<file path="src/rtl/light_package.sv">
// light_package: shared light colors plus lane indexing for the intersection model.
package light_package;
    typedef enum logic [1:0] {RED = 2'd0, YELLOW = 2'd1, GREEN = 2'd2} colors;
    localparam int NUM_LANES = 5;
    localparam int LANE_ES = 0;
    localparam int LANE_WS = 1;
    localparam int LANE_EL = 2;
    localparam int LANE_WL = 3;
    localparam int LANE_NS = 4;
endpackage

</file>
<file path="src/rtl/intersection_lane_model_lane_queue.sv">
// lane_queue: saturating car queue for one lane, departing one car every DEPART_PERIOD green cycles.
module lane_queue
    import light_package::*;
#(
    parameter int MAX_CARS = 15,
    parameter int DEPART_PERIOD = 2,
    localparam int CW = $clog2(MAX_CARS + 1),
    localparam int GW = DEPART_PERIOD > 1 ? $clog2(DEPART_PERIOD) : 1
) (
    input  logic          clk,
    input  logic          reset,
    input  logic          arrive_i,
    input  colors         light_i,
    output logic [CW-1:0] count_o,
    output logic          depart_o,
    output logic          depart_next_o,
    output logic          overflow_o
);
    logic [CW-1:0] count_q, count_d;
    logic [GW-1:0] gap_q, gap_d;
    logic          overflow_q, overflow_d, depart_q, green, due, dep_d;

    assign green = light_i == GREEN;
    assign due   = green && gap_q == GW'(DEPART_PERIOD - 1);
    assign dep_d = due && count_q != '0;
    assign gap_d = (!green || due) ? '0 : gap_q + 1'b1;

    // A simultaneous arrival and departure cancel out, so a full lane never overflows then.
    always_comb begin
        count_d    = count_q;
        overflow_d = overflow_q;
        if (arrive_i && !dep_d) begin
            if (count_q == CW'(MAX_CARS)) overflow_d = 1'b1;
            else count_d = count_q + 1'b1;
        end else if (dep_d && !arrive_i) begin
            count_d = count_q - 1'b1;
        end
    end

    always_ff @(posedge clk) begin
        if (reset) begin
            count_q    <= '0;
            gap_q      <= '0;
            overflow_q <= 1'b0;
            depart_q   <= 1'b0;
        end else begin
            count_q    <= count_d;
            gap_q      <= gap_d;
            overflow_q <= overflow_d;
            depart_q   <= dep_d;
        end
    end

    assign count_o       = count_q;
    assign depart_o      = depart_q;
    assign depart_next_o = dep_d;
    assign overflow_o    = overflow_q;
endmodule

</file>
<file path="config.mk">
export PLATFORM = sky130hd
export DESIGN_NAME = lane_queue
export DESIGN_NICKNAME = d
export VERILOG_FILES = /design/src/rtl/light_package.sv /design/src/rtl/intersection_lane_model_lane_queue.sv
export SDC_FILE = /design/constraint.sdc
export NUM_CORES = 1
export LEC_CHECK = 0
export CAP_MARGIN = 25
export CORE_UTILIZATION = 35
export CTS_CLUSTER_SIZE = 20
export DETAILED_ROUTE_END_ITERATION = 16
export PLACE_DENSITY = 0.65
export REMOVE_ABC_BUFFERS = 1
export SLEW_MARGIN = 30
export SYNTH_ARGS = -nofsm -noshare
export SYNTH_HDL_FRONTEND = slang
export SYNTH_SLANG_ARGS = --single-unit
</file>
<file path="constraint.sdc">
create_clock -name clk -period 6.7 [get_ports clk]
set_input_delay 1.34 -clock clk [delete_from_list [all_inputs] [get_ports clk]]
set_output_delay 1.34 -clock clk [all_outputs]
set_load 0.02 [all_outputs]
</file>
==> reports/summary.txt, run 1 <==
Rows = 12
fin cells = 76
Slew HR = 0.736
crit path cell chain = clkdlybuf4s50_1 > and3b_1 > o21ai_4 > inv_2 > clkdlybuf4s50_1
post-CTS setup buffers = 0
Overflow after GRT = 0
CP Class = in2out
Reg2Reg Launch Point = count_o[3]
Critical Path Start = light_i[1]
met1 usage = 0.162
CP peak stage delay = 0.60 ns
P_leak = 0.250 nW
Initial DRC Count = 7
Die W = 38.3 um
Final setup viols = 0
vias per inst = 5.38
post-layout min period = 4.30 ns
Post-Syn Instances = 48
Hold-fix buffers, CTS = 0
# clock sinks = 7
post-CTS resize count = 0
Hold WC Path Type = reg2reg
Clock Path Buffers = 2
Reg power frac = 0.386
Yosys top cell by area = dfxtp_1
Worst R2R Setup Slack = 4.36 ns
CP delay by family, top = buffers and inverters
Max Slew Vio Count = 0
global-route wire length before repair = 1.46 mm
Die Height = 38.3 um
Final Cycle Share = 0.641
CTS clk-pin slew, worst paths = 0.06 ns
WP data required = 5.36 ns
Initial Util = 0.393
drt wl/cell = 11.6 um
Root Driver = clkbuf_4
Die Area = 0.00146 mm^2
final hold vios = 0
final setup TNS = 0 ns
CP max-delay cell = clkdlybuf4s50_1
NetSw = 0.0000427 W
Max Clk Rate = 233 MHz
routability cong. = 0.788
met2 Usage GRT = 0.254
largest net degree at the start of global routing = 11
Cell Pwr Density = 217 mW/mm^2
H-tree Lvls = 1
RSZ-0062 raised after global routing = no
GRT Total Usage = 0.151
Clock Latency Late Sink = 0.25 ns
hold wc startpoint = gap_q
met3 Use GR = 0.0349
maximum VDD drop = 0.0000998 V
DR pass1 iterations = 4
clock skew = 0.00108 ns
TritonCTS buffer count = 3
final wirelength = 881 um
synth unique cells = 28
status = complete, no violations
Pint = 0.0000900 W
post-synth top area share = 0.304
Layout Nets = 71
CTS tree = built
number of global-route vias before repair = 364
clock power share = 0.297
top post-synthesis cells by area = dfxtp_1 (30%), mux2_4 (6.5%), ha_1 (5.4%)
Switching Fraction = 0.322
Hold Slack = 0.445 ns
Detail Route Antenna Nets = 0
Syn. warnings = 0
CP arrival = 2.96 ns
max capacitance violation total = 0
total core area = 0.00117 mm^2
port bufs = 11
sequential share of the synthesized area = 0.304
Worst Max-Slew Pin Slew = 0.395 ns
Area Growth Syn to Fin = 32.9%
Critical Path Most Common Cell = clkdlybuf4s50_1
placed cells = 72
Layout Utilization = 0.522
grt peak-use layer = met2
initial antenna violation count = 0
DRC viols = 0
Worst setup SP type = input pin
layout cells sized above 1 = 0.177
crit path max fanout = 5
worst path buffer plus inverter count = 3
post-DP HPWL = 666 um
Inserted Diodes = 0
io pins = 12
synthesized area = 460 um^2
synthesized area per cell = 9.59 um^2
Combinational Power Share = 0.317
post-synthesis register bit count = 7
final instance area = 612 um^2
via count = 409
Worst setup EP type = output port
DP Area = 584 um^2
per-layer routing:
layer  wire length (um)  part of all wire  up-vias
met5                  0                 0        -
met4                 21             0.024        0
met3                 50             0.057        4
met2                404              0.46       12
met1                404              0.46      188
li1                   -                 -      205
Yosys cell counts:
| cell type | number |
|---|---|
| dfxtp_1 | 7 |
| nor2_1 | 6 |
| a21oi_1 | 3 |
| nor2b_1 | 3 |
| and3_1 | 2 |
| ha_1 | 2 |
| inv_1 | 2 |
| mux2_4 | 2 |
| nand2_1 | 2 |
| a21oi_2 | 1 |
| a221o_1 | 1 |
| a22oi_4 | 1 |
| a32oi_1 | 1 |
| a41oi_1 | 1 |
| and3b_1 | 1 |
| clkbuf_1 | 1 |
| fa_1 | 1 |
| inv_2 | 1 |
| mux2_1 | 1 |
| nand3_1 | 1 |
| nand3b_1 | 1 |
| nor4b_1 | 1 |
| o21ai_0 | 1 |
| o21ai_1 | 1 |
| o21ai_4 | 1 |
| o32ai_1 | 1 |
| or3_4 | 1 |
| xnor2_1 | 1 |
metrics by stage:
| step | worst slack (ns) | total power [W] |
|---|---|---|
| after global placement | 2.43 | 0.0000943 |
| after floorplan | 3.47 | 0.0000800 |
| after detailed placement | 2.41 | 0.0000944 |
| final | 2.40 | 0.000133 |
| after global routing | 2.33 | 0.000142 |
| after CTS | 2.40 | 0.000135 |
power by group through the flow:
stage                     Combinational, W  Clock (W)  Sequential, W
after detailed placement         0.0000421          0      0.0000523
final                            0.0000421  0.0000394      0.0000513
after global placement           0.0000420          0      0.0000523
after floorplan                  0.0000250          0      0.0000550
after CTS                        0.0000423  0.0000416      0.0000514
after global routing             0.0000452  0.0000443      0.0000525
logic make-up (layout without fill, tap and decap cells):
kind of cell    count (synthesis)  in the layout  share of synthesized area
mux                             3              3                     0.0897
fa+ha+maj                       3              3                     0.0978
compound gates                 12             12                      0.234
buf+inv                         4             18                     0.0326
simple gates                   18             18                      0.223
flops                           7              7                      0.304
xor+xnor                        1              1                     0.0190
worst reg2reg max path, stage by stage (launching register included):
cell     delay, ns
dfxtp_1       0.34
or3_4         0.43
o21ai_4       0.17
nand2_1       0.13
ha_1          0.34
a21oi_1       0.17
a21oi_1       0.09
a32oi_1       0.23
mux2_1        0.34
placed cells by master (no fill, tap or decap), types with 2 or more instances in the layout:
cell,instances
a21oi_1,3
and3_1,2
clkbuf_4,3
inv_1,2
clkdlybuf4s50_1,11
mux2_4,2
ha_1,2
nor2_1,6
dfxtp_1,7
nand2_1,2
nor2b_1,3
final timing paths:
path / endpoint / cells after the start
worst max-delay path: depart_next_o / 5
worst min-delay path: gap_q / 1
worst max register to register: count_o[3] / 8
worst min register to register: gap_q / 1
flip-flops by register name, indices dropped and copies added (netlist names):
name and flops:
count_o 4, overflow_o 1, depart_o 1, gap_q 1
area by class of cell:
class	count	area, um^2
Clock inverter	1	5.00
Sequential cell	7	140
Multi-Input combinational cell	37	305
Fill cell	115	559
Inverter	3	11.3
Clock buffer	3	22.5
Timing Repair Buffer	11	110
Tap cell	14	17.5
(Power assumes the default switching activity.)
==> inputs of run 2 (changes only) <==
Clock period 6.7 ns to 4 ns, I/O delays scaled along.
==> results of run 2 <==
The final DEF is identical to that of run 1. Status: complete, no violations.
Main changes from that run: setup slack after placement 2.41 ns -> 0.795 ns; setup slack after layout 2.40 ns -> 0.782 ns; register-to-register setup slack 4.36 ns -> 1.66 ns; total power 0.000133 W -> 0.000222 W; worst IR drop on VDD 0.0000998 V -> 0.000167 V
==> inputs of run 3 (changes only) <==
Clock period 4 ns to 3.02 ns, I/O delays scaled along.
==> reports/summary.txt, run 3 (same netlist as run 1, synthesis figures left out) <==
Hold-fix buffers, CTS = 0 (unchanged)
Worst setup SP type = input pin
max capacitance violation total = 0 (unchanged)
clock skew = 0.000615 ns (-0.000461 ns)
total chip power = 0.000291 W
P_leak = 0.247 nW (-1.1%)
final hold vios = 0 (unchanged)
CTS tree = built
RSZ-0062 raised after global routing = no
port bufs = 11 (unchanged)
Clock Path Buffers = 2 (unchanged)
post-CTS resize count = 0 (unchanged)
Cell Pwr Density = 476 mW/mm^2
Final setup viols = 0 (unchanged)
placed cells = 72 (unchanged)
CP arrival = 2.24 ns
maximum VDD drop = 0.000221 V
via count = 408 (-0.24%)
fillers = 117 (+1.7%)
Initial DRC Count = 3 (-4)
Die Area = 0.00146 mm^2 (unchanged)
number of global-route vias before repair = 364 (unchanged)
Area Growth Syn to Fin = 32.6%
Inserted Diodes = 0 (unchanged)
most frequent cells in the layout = clkdlybuf4s50_1 (11), dfxtp_1 (7), nor2_1 (6)
post-DP HPWL = 661 um (-0.75%)
layout cells sized above 1 = 0.161 (-0.0161)
crit path max fanout = 5 (unchanged)
Layout Nets = 71 (unchanged)
total core area = 0.00117 mm^2 (unchanged)
max reg flops = 4 (unchanged)
Layout Utilization = 0.521 (-0.00107)
WP data required = 2.42 ns
Max Clk Rate = 352 MHz
drt wl/cell = 12.0 um (+3.6%)
final setup TNS = 0 ns (unchanged)
sequential cell area = 140 um^2 (unchanged)
initial antenna violation count = 0 (unchanged)
Die W = 38.3 um (unchanged)
Max Slew Vio Count = 0 (unchanged)
final wirelength = 913 um (+3.6%)
Rows = 12 (unchanged)
Root Driver = clkbuf_4
Die Height = 38.3 um (unchanged)
H-tree Lvls = 1 (unchanged)
Hold Slack = 0.438 ns (-0.00657 ns)
GRT Total Usage = 0.156 (+0.00517)
most common cell after layout, fill and taps aside = clkdlybuf4s50_1
Overflow after GRT = 0 (unchanged)
Hold WC Path Type = reg2reg
# clock sinks = 7 (unchanged)
io pins = 12 (unchanged)
TritonCTS buffer count = 3 (unchanged)
status = complete, no violations
DRC viols = 0 (unchanged)
footprint of the multi-input gates = 305 um^2 (unchanged)
Worst Max-Slew Pin Slew = 0.389 ns (-0.00576 ns)
Slew HR = 0.740 (+0.00384)
Initial Util = 0.393 (unchanged)
Clock Latency Late Sink = 0.25 ns (about the same)
CTS clk-pin slew, worst paths = 0.05 ns (about the same)
Detail Route Antenna Nets = 0 (unchanged)
Final Cycle Share = 0.941
largest net degree at the start of global routing = 11 (unchanged)
CP Class = in2out
DR pass1 iterations = 3 (-1)
fin cells = 76 (unchanged)
routability cong. = 0.795 (+0.88%)
post-layout min period = 2.84 ns
global-route wire length before repair = 1.49 mm (+1.9%)
post-CTS setup buffers = 0 (unchanged)
Worst setup EP type = output port
vias per inst = 5.37 (-0.24%)
run 3: metal layers:
| layer | track usage | up-vias | share of wire |
|---|---|---|---|
| met5 | 0 | - | 0 |
| met4 | 0.0804 | 0 | 0.011 |
| met3 | 0.0872 | 2 | 0.065 |
| met2 | 0.229 | 14 | 0.44 |
| met1 | 0.177 | 188 | 0.48 |
| li1 | - | 204 | - |
run 3: layout make-up:
type,instances,share of cell area
Clock buffer,4,0.0430
Tap cell,14,0.0287
Inverter,3,0.0184
Timing Repair Buffer,11,0.180
Multi-Input combinational cell,37,0.500
Sequential cell,7,0.230
run 3: power breakdown:
part | internal (W) | total [W] | switching, W
registers | 0.000101 | 0.000114 | 0.0000139
logic | 0.0000506 | 0.0000933 | 0.0000427
clock network | 0.0000503 | 0.0000829 | 0.0000326
run 3: critical path, stage by stage:
cell             delay (ns)
clkdlybuf4s50_1        0.49
and3b_1                0.33
o21ai_4                0.11
inv_2                  0.10
clkdlybuf4s50_1        0.61
run 3: final timing paths:
path                                       to  cells after the start        from  slack [ns]
worst max register to register     count_o[3]                      8  count_o[0]        0.69
worst min-delay path                    gap_q                      1       gap_q        0.44
worst min register to register          gap_q                      1       gap_q        0.44
worst max-delay path            depart_next_o                      5  light_i[1]        0.18
run 3: stage by stage:
stage / instance area (um^2) / setup WS [ns]
6_report: 611 / 0.178
3_3_place_gp: 584 / 0.125
5_1_grt: 611 / 0.0842
4_1_cts: 611 / 0.165
2_1_floorplan: 457 / 0.755
3_5_place_dp: 584 / 0.123
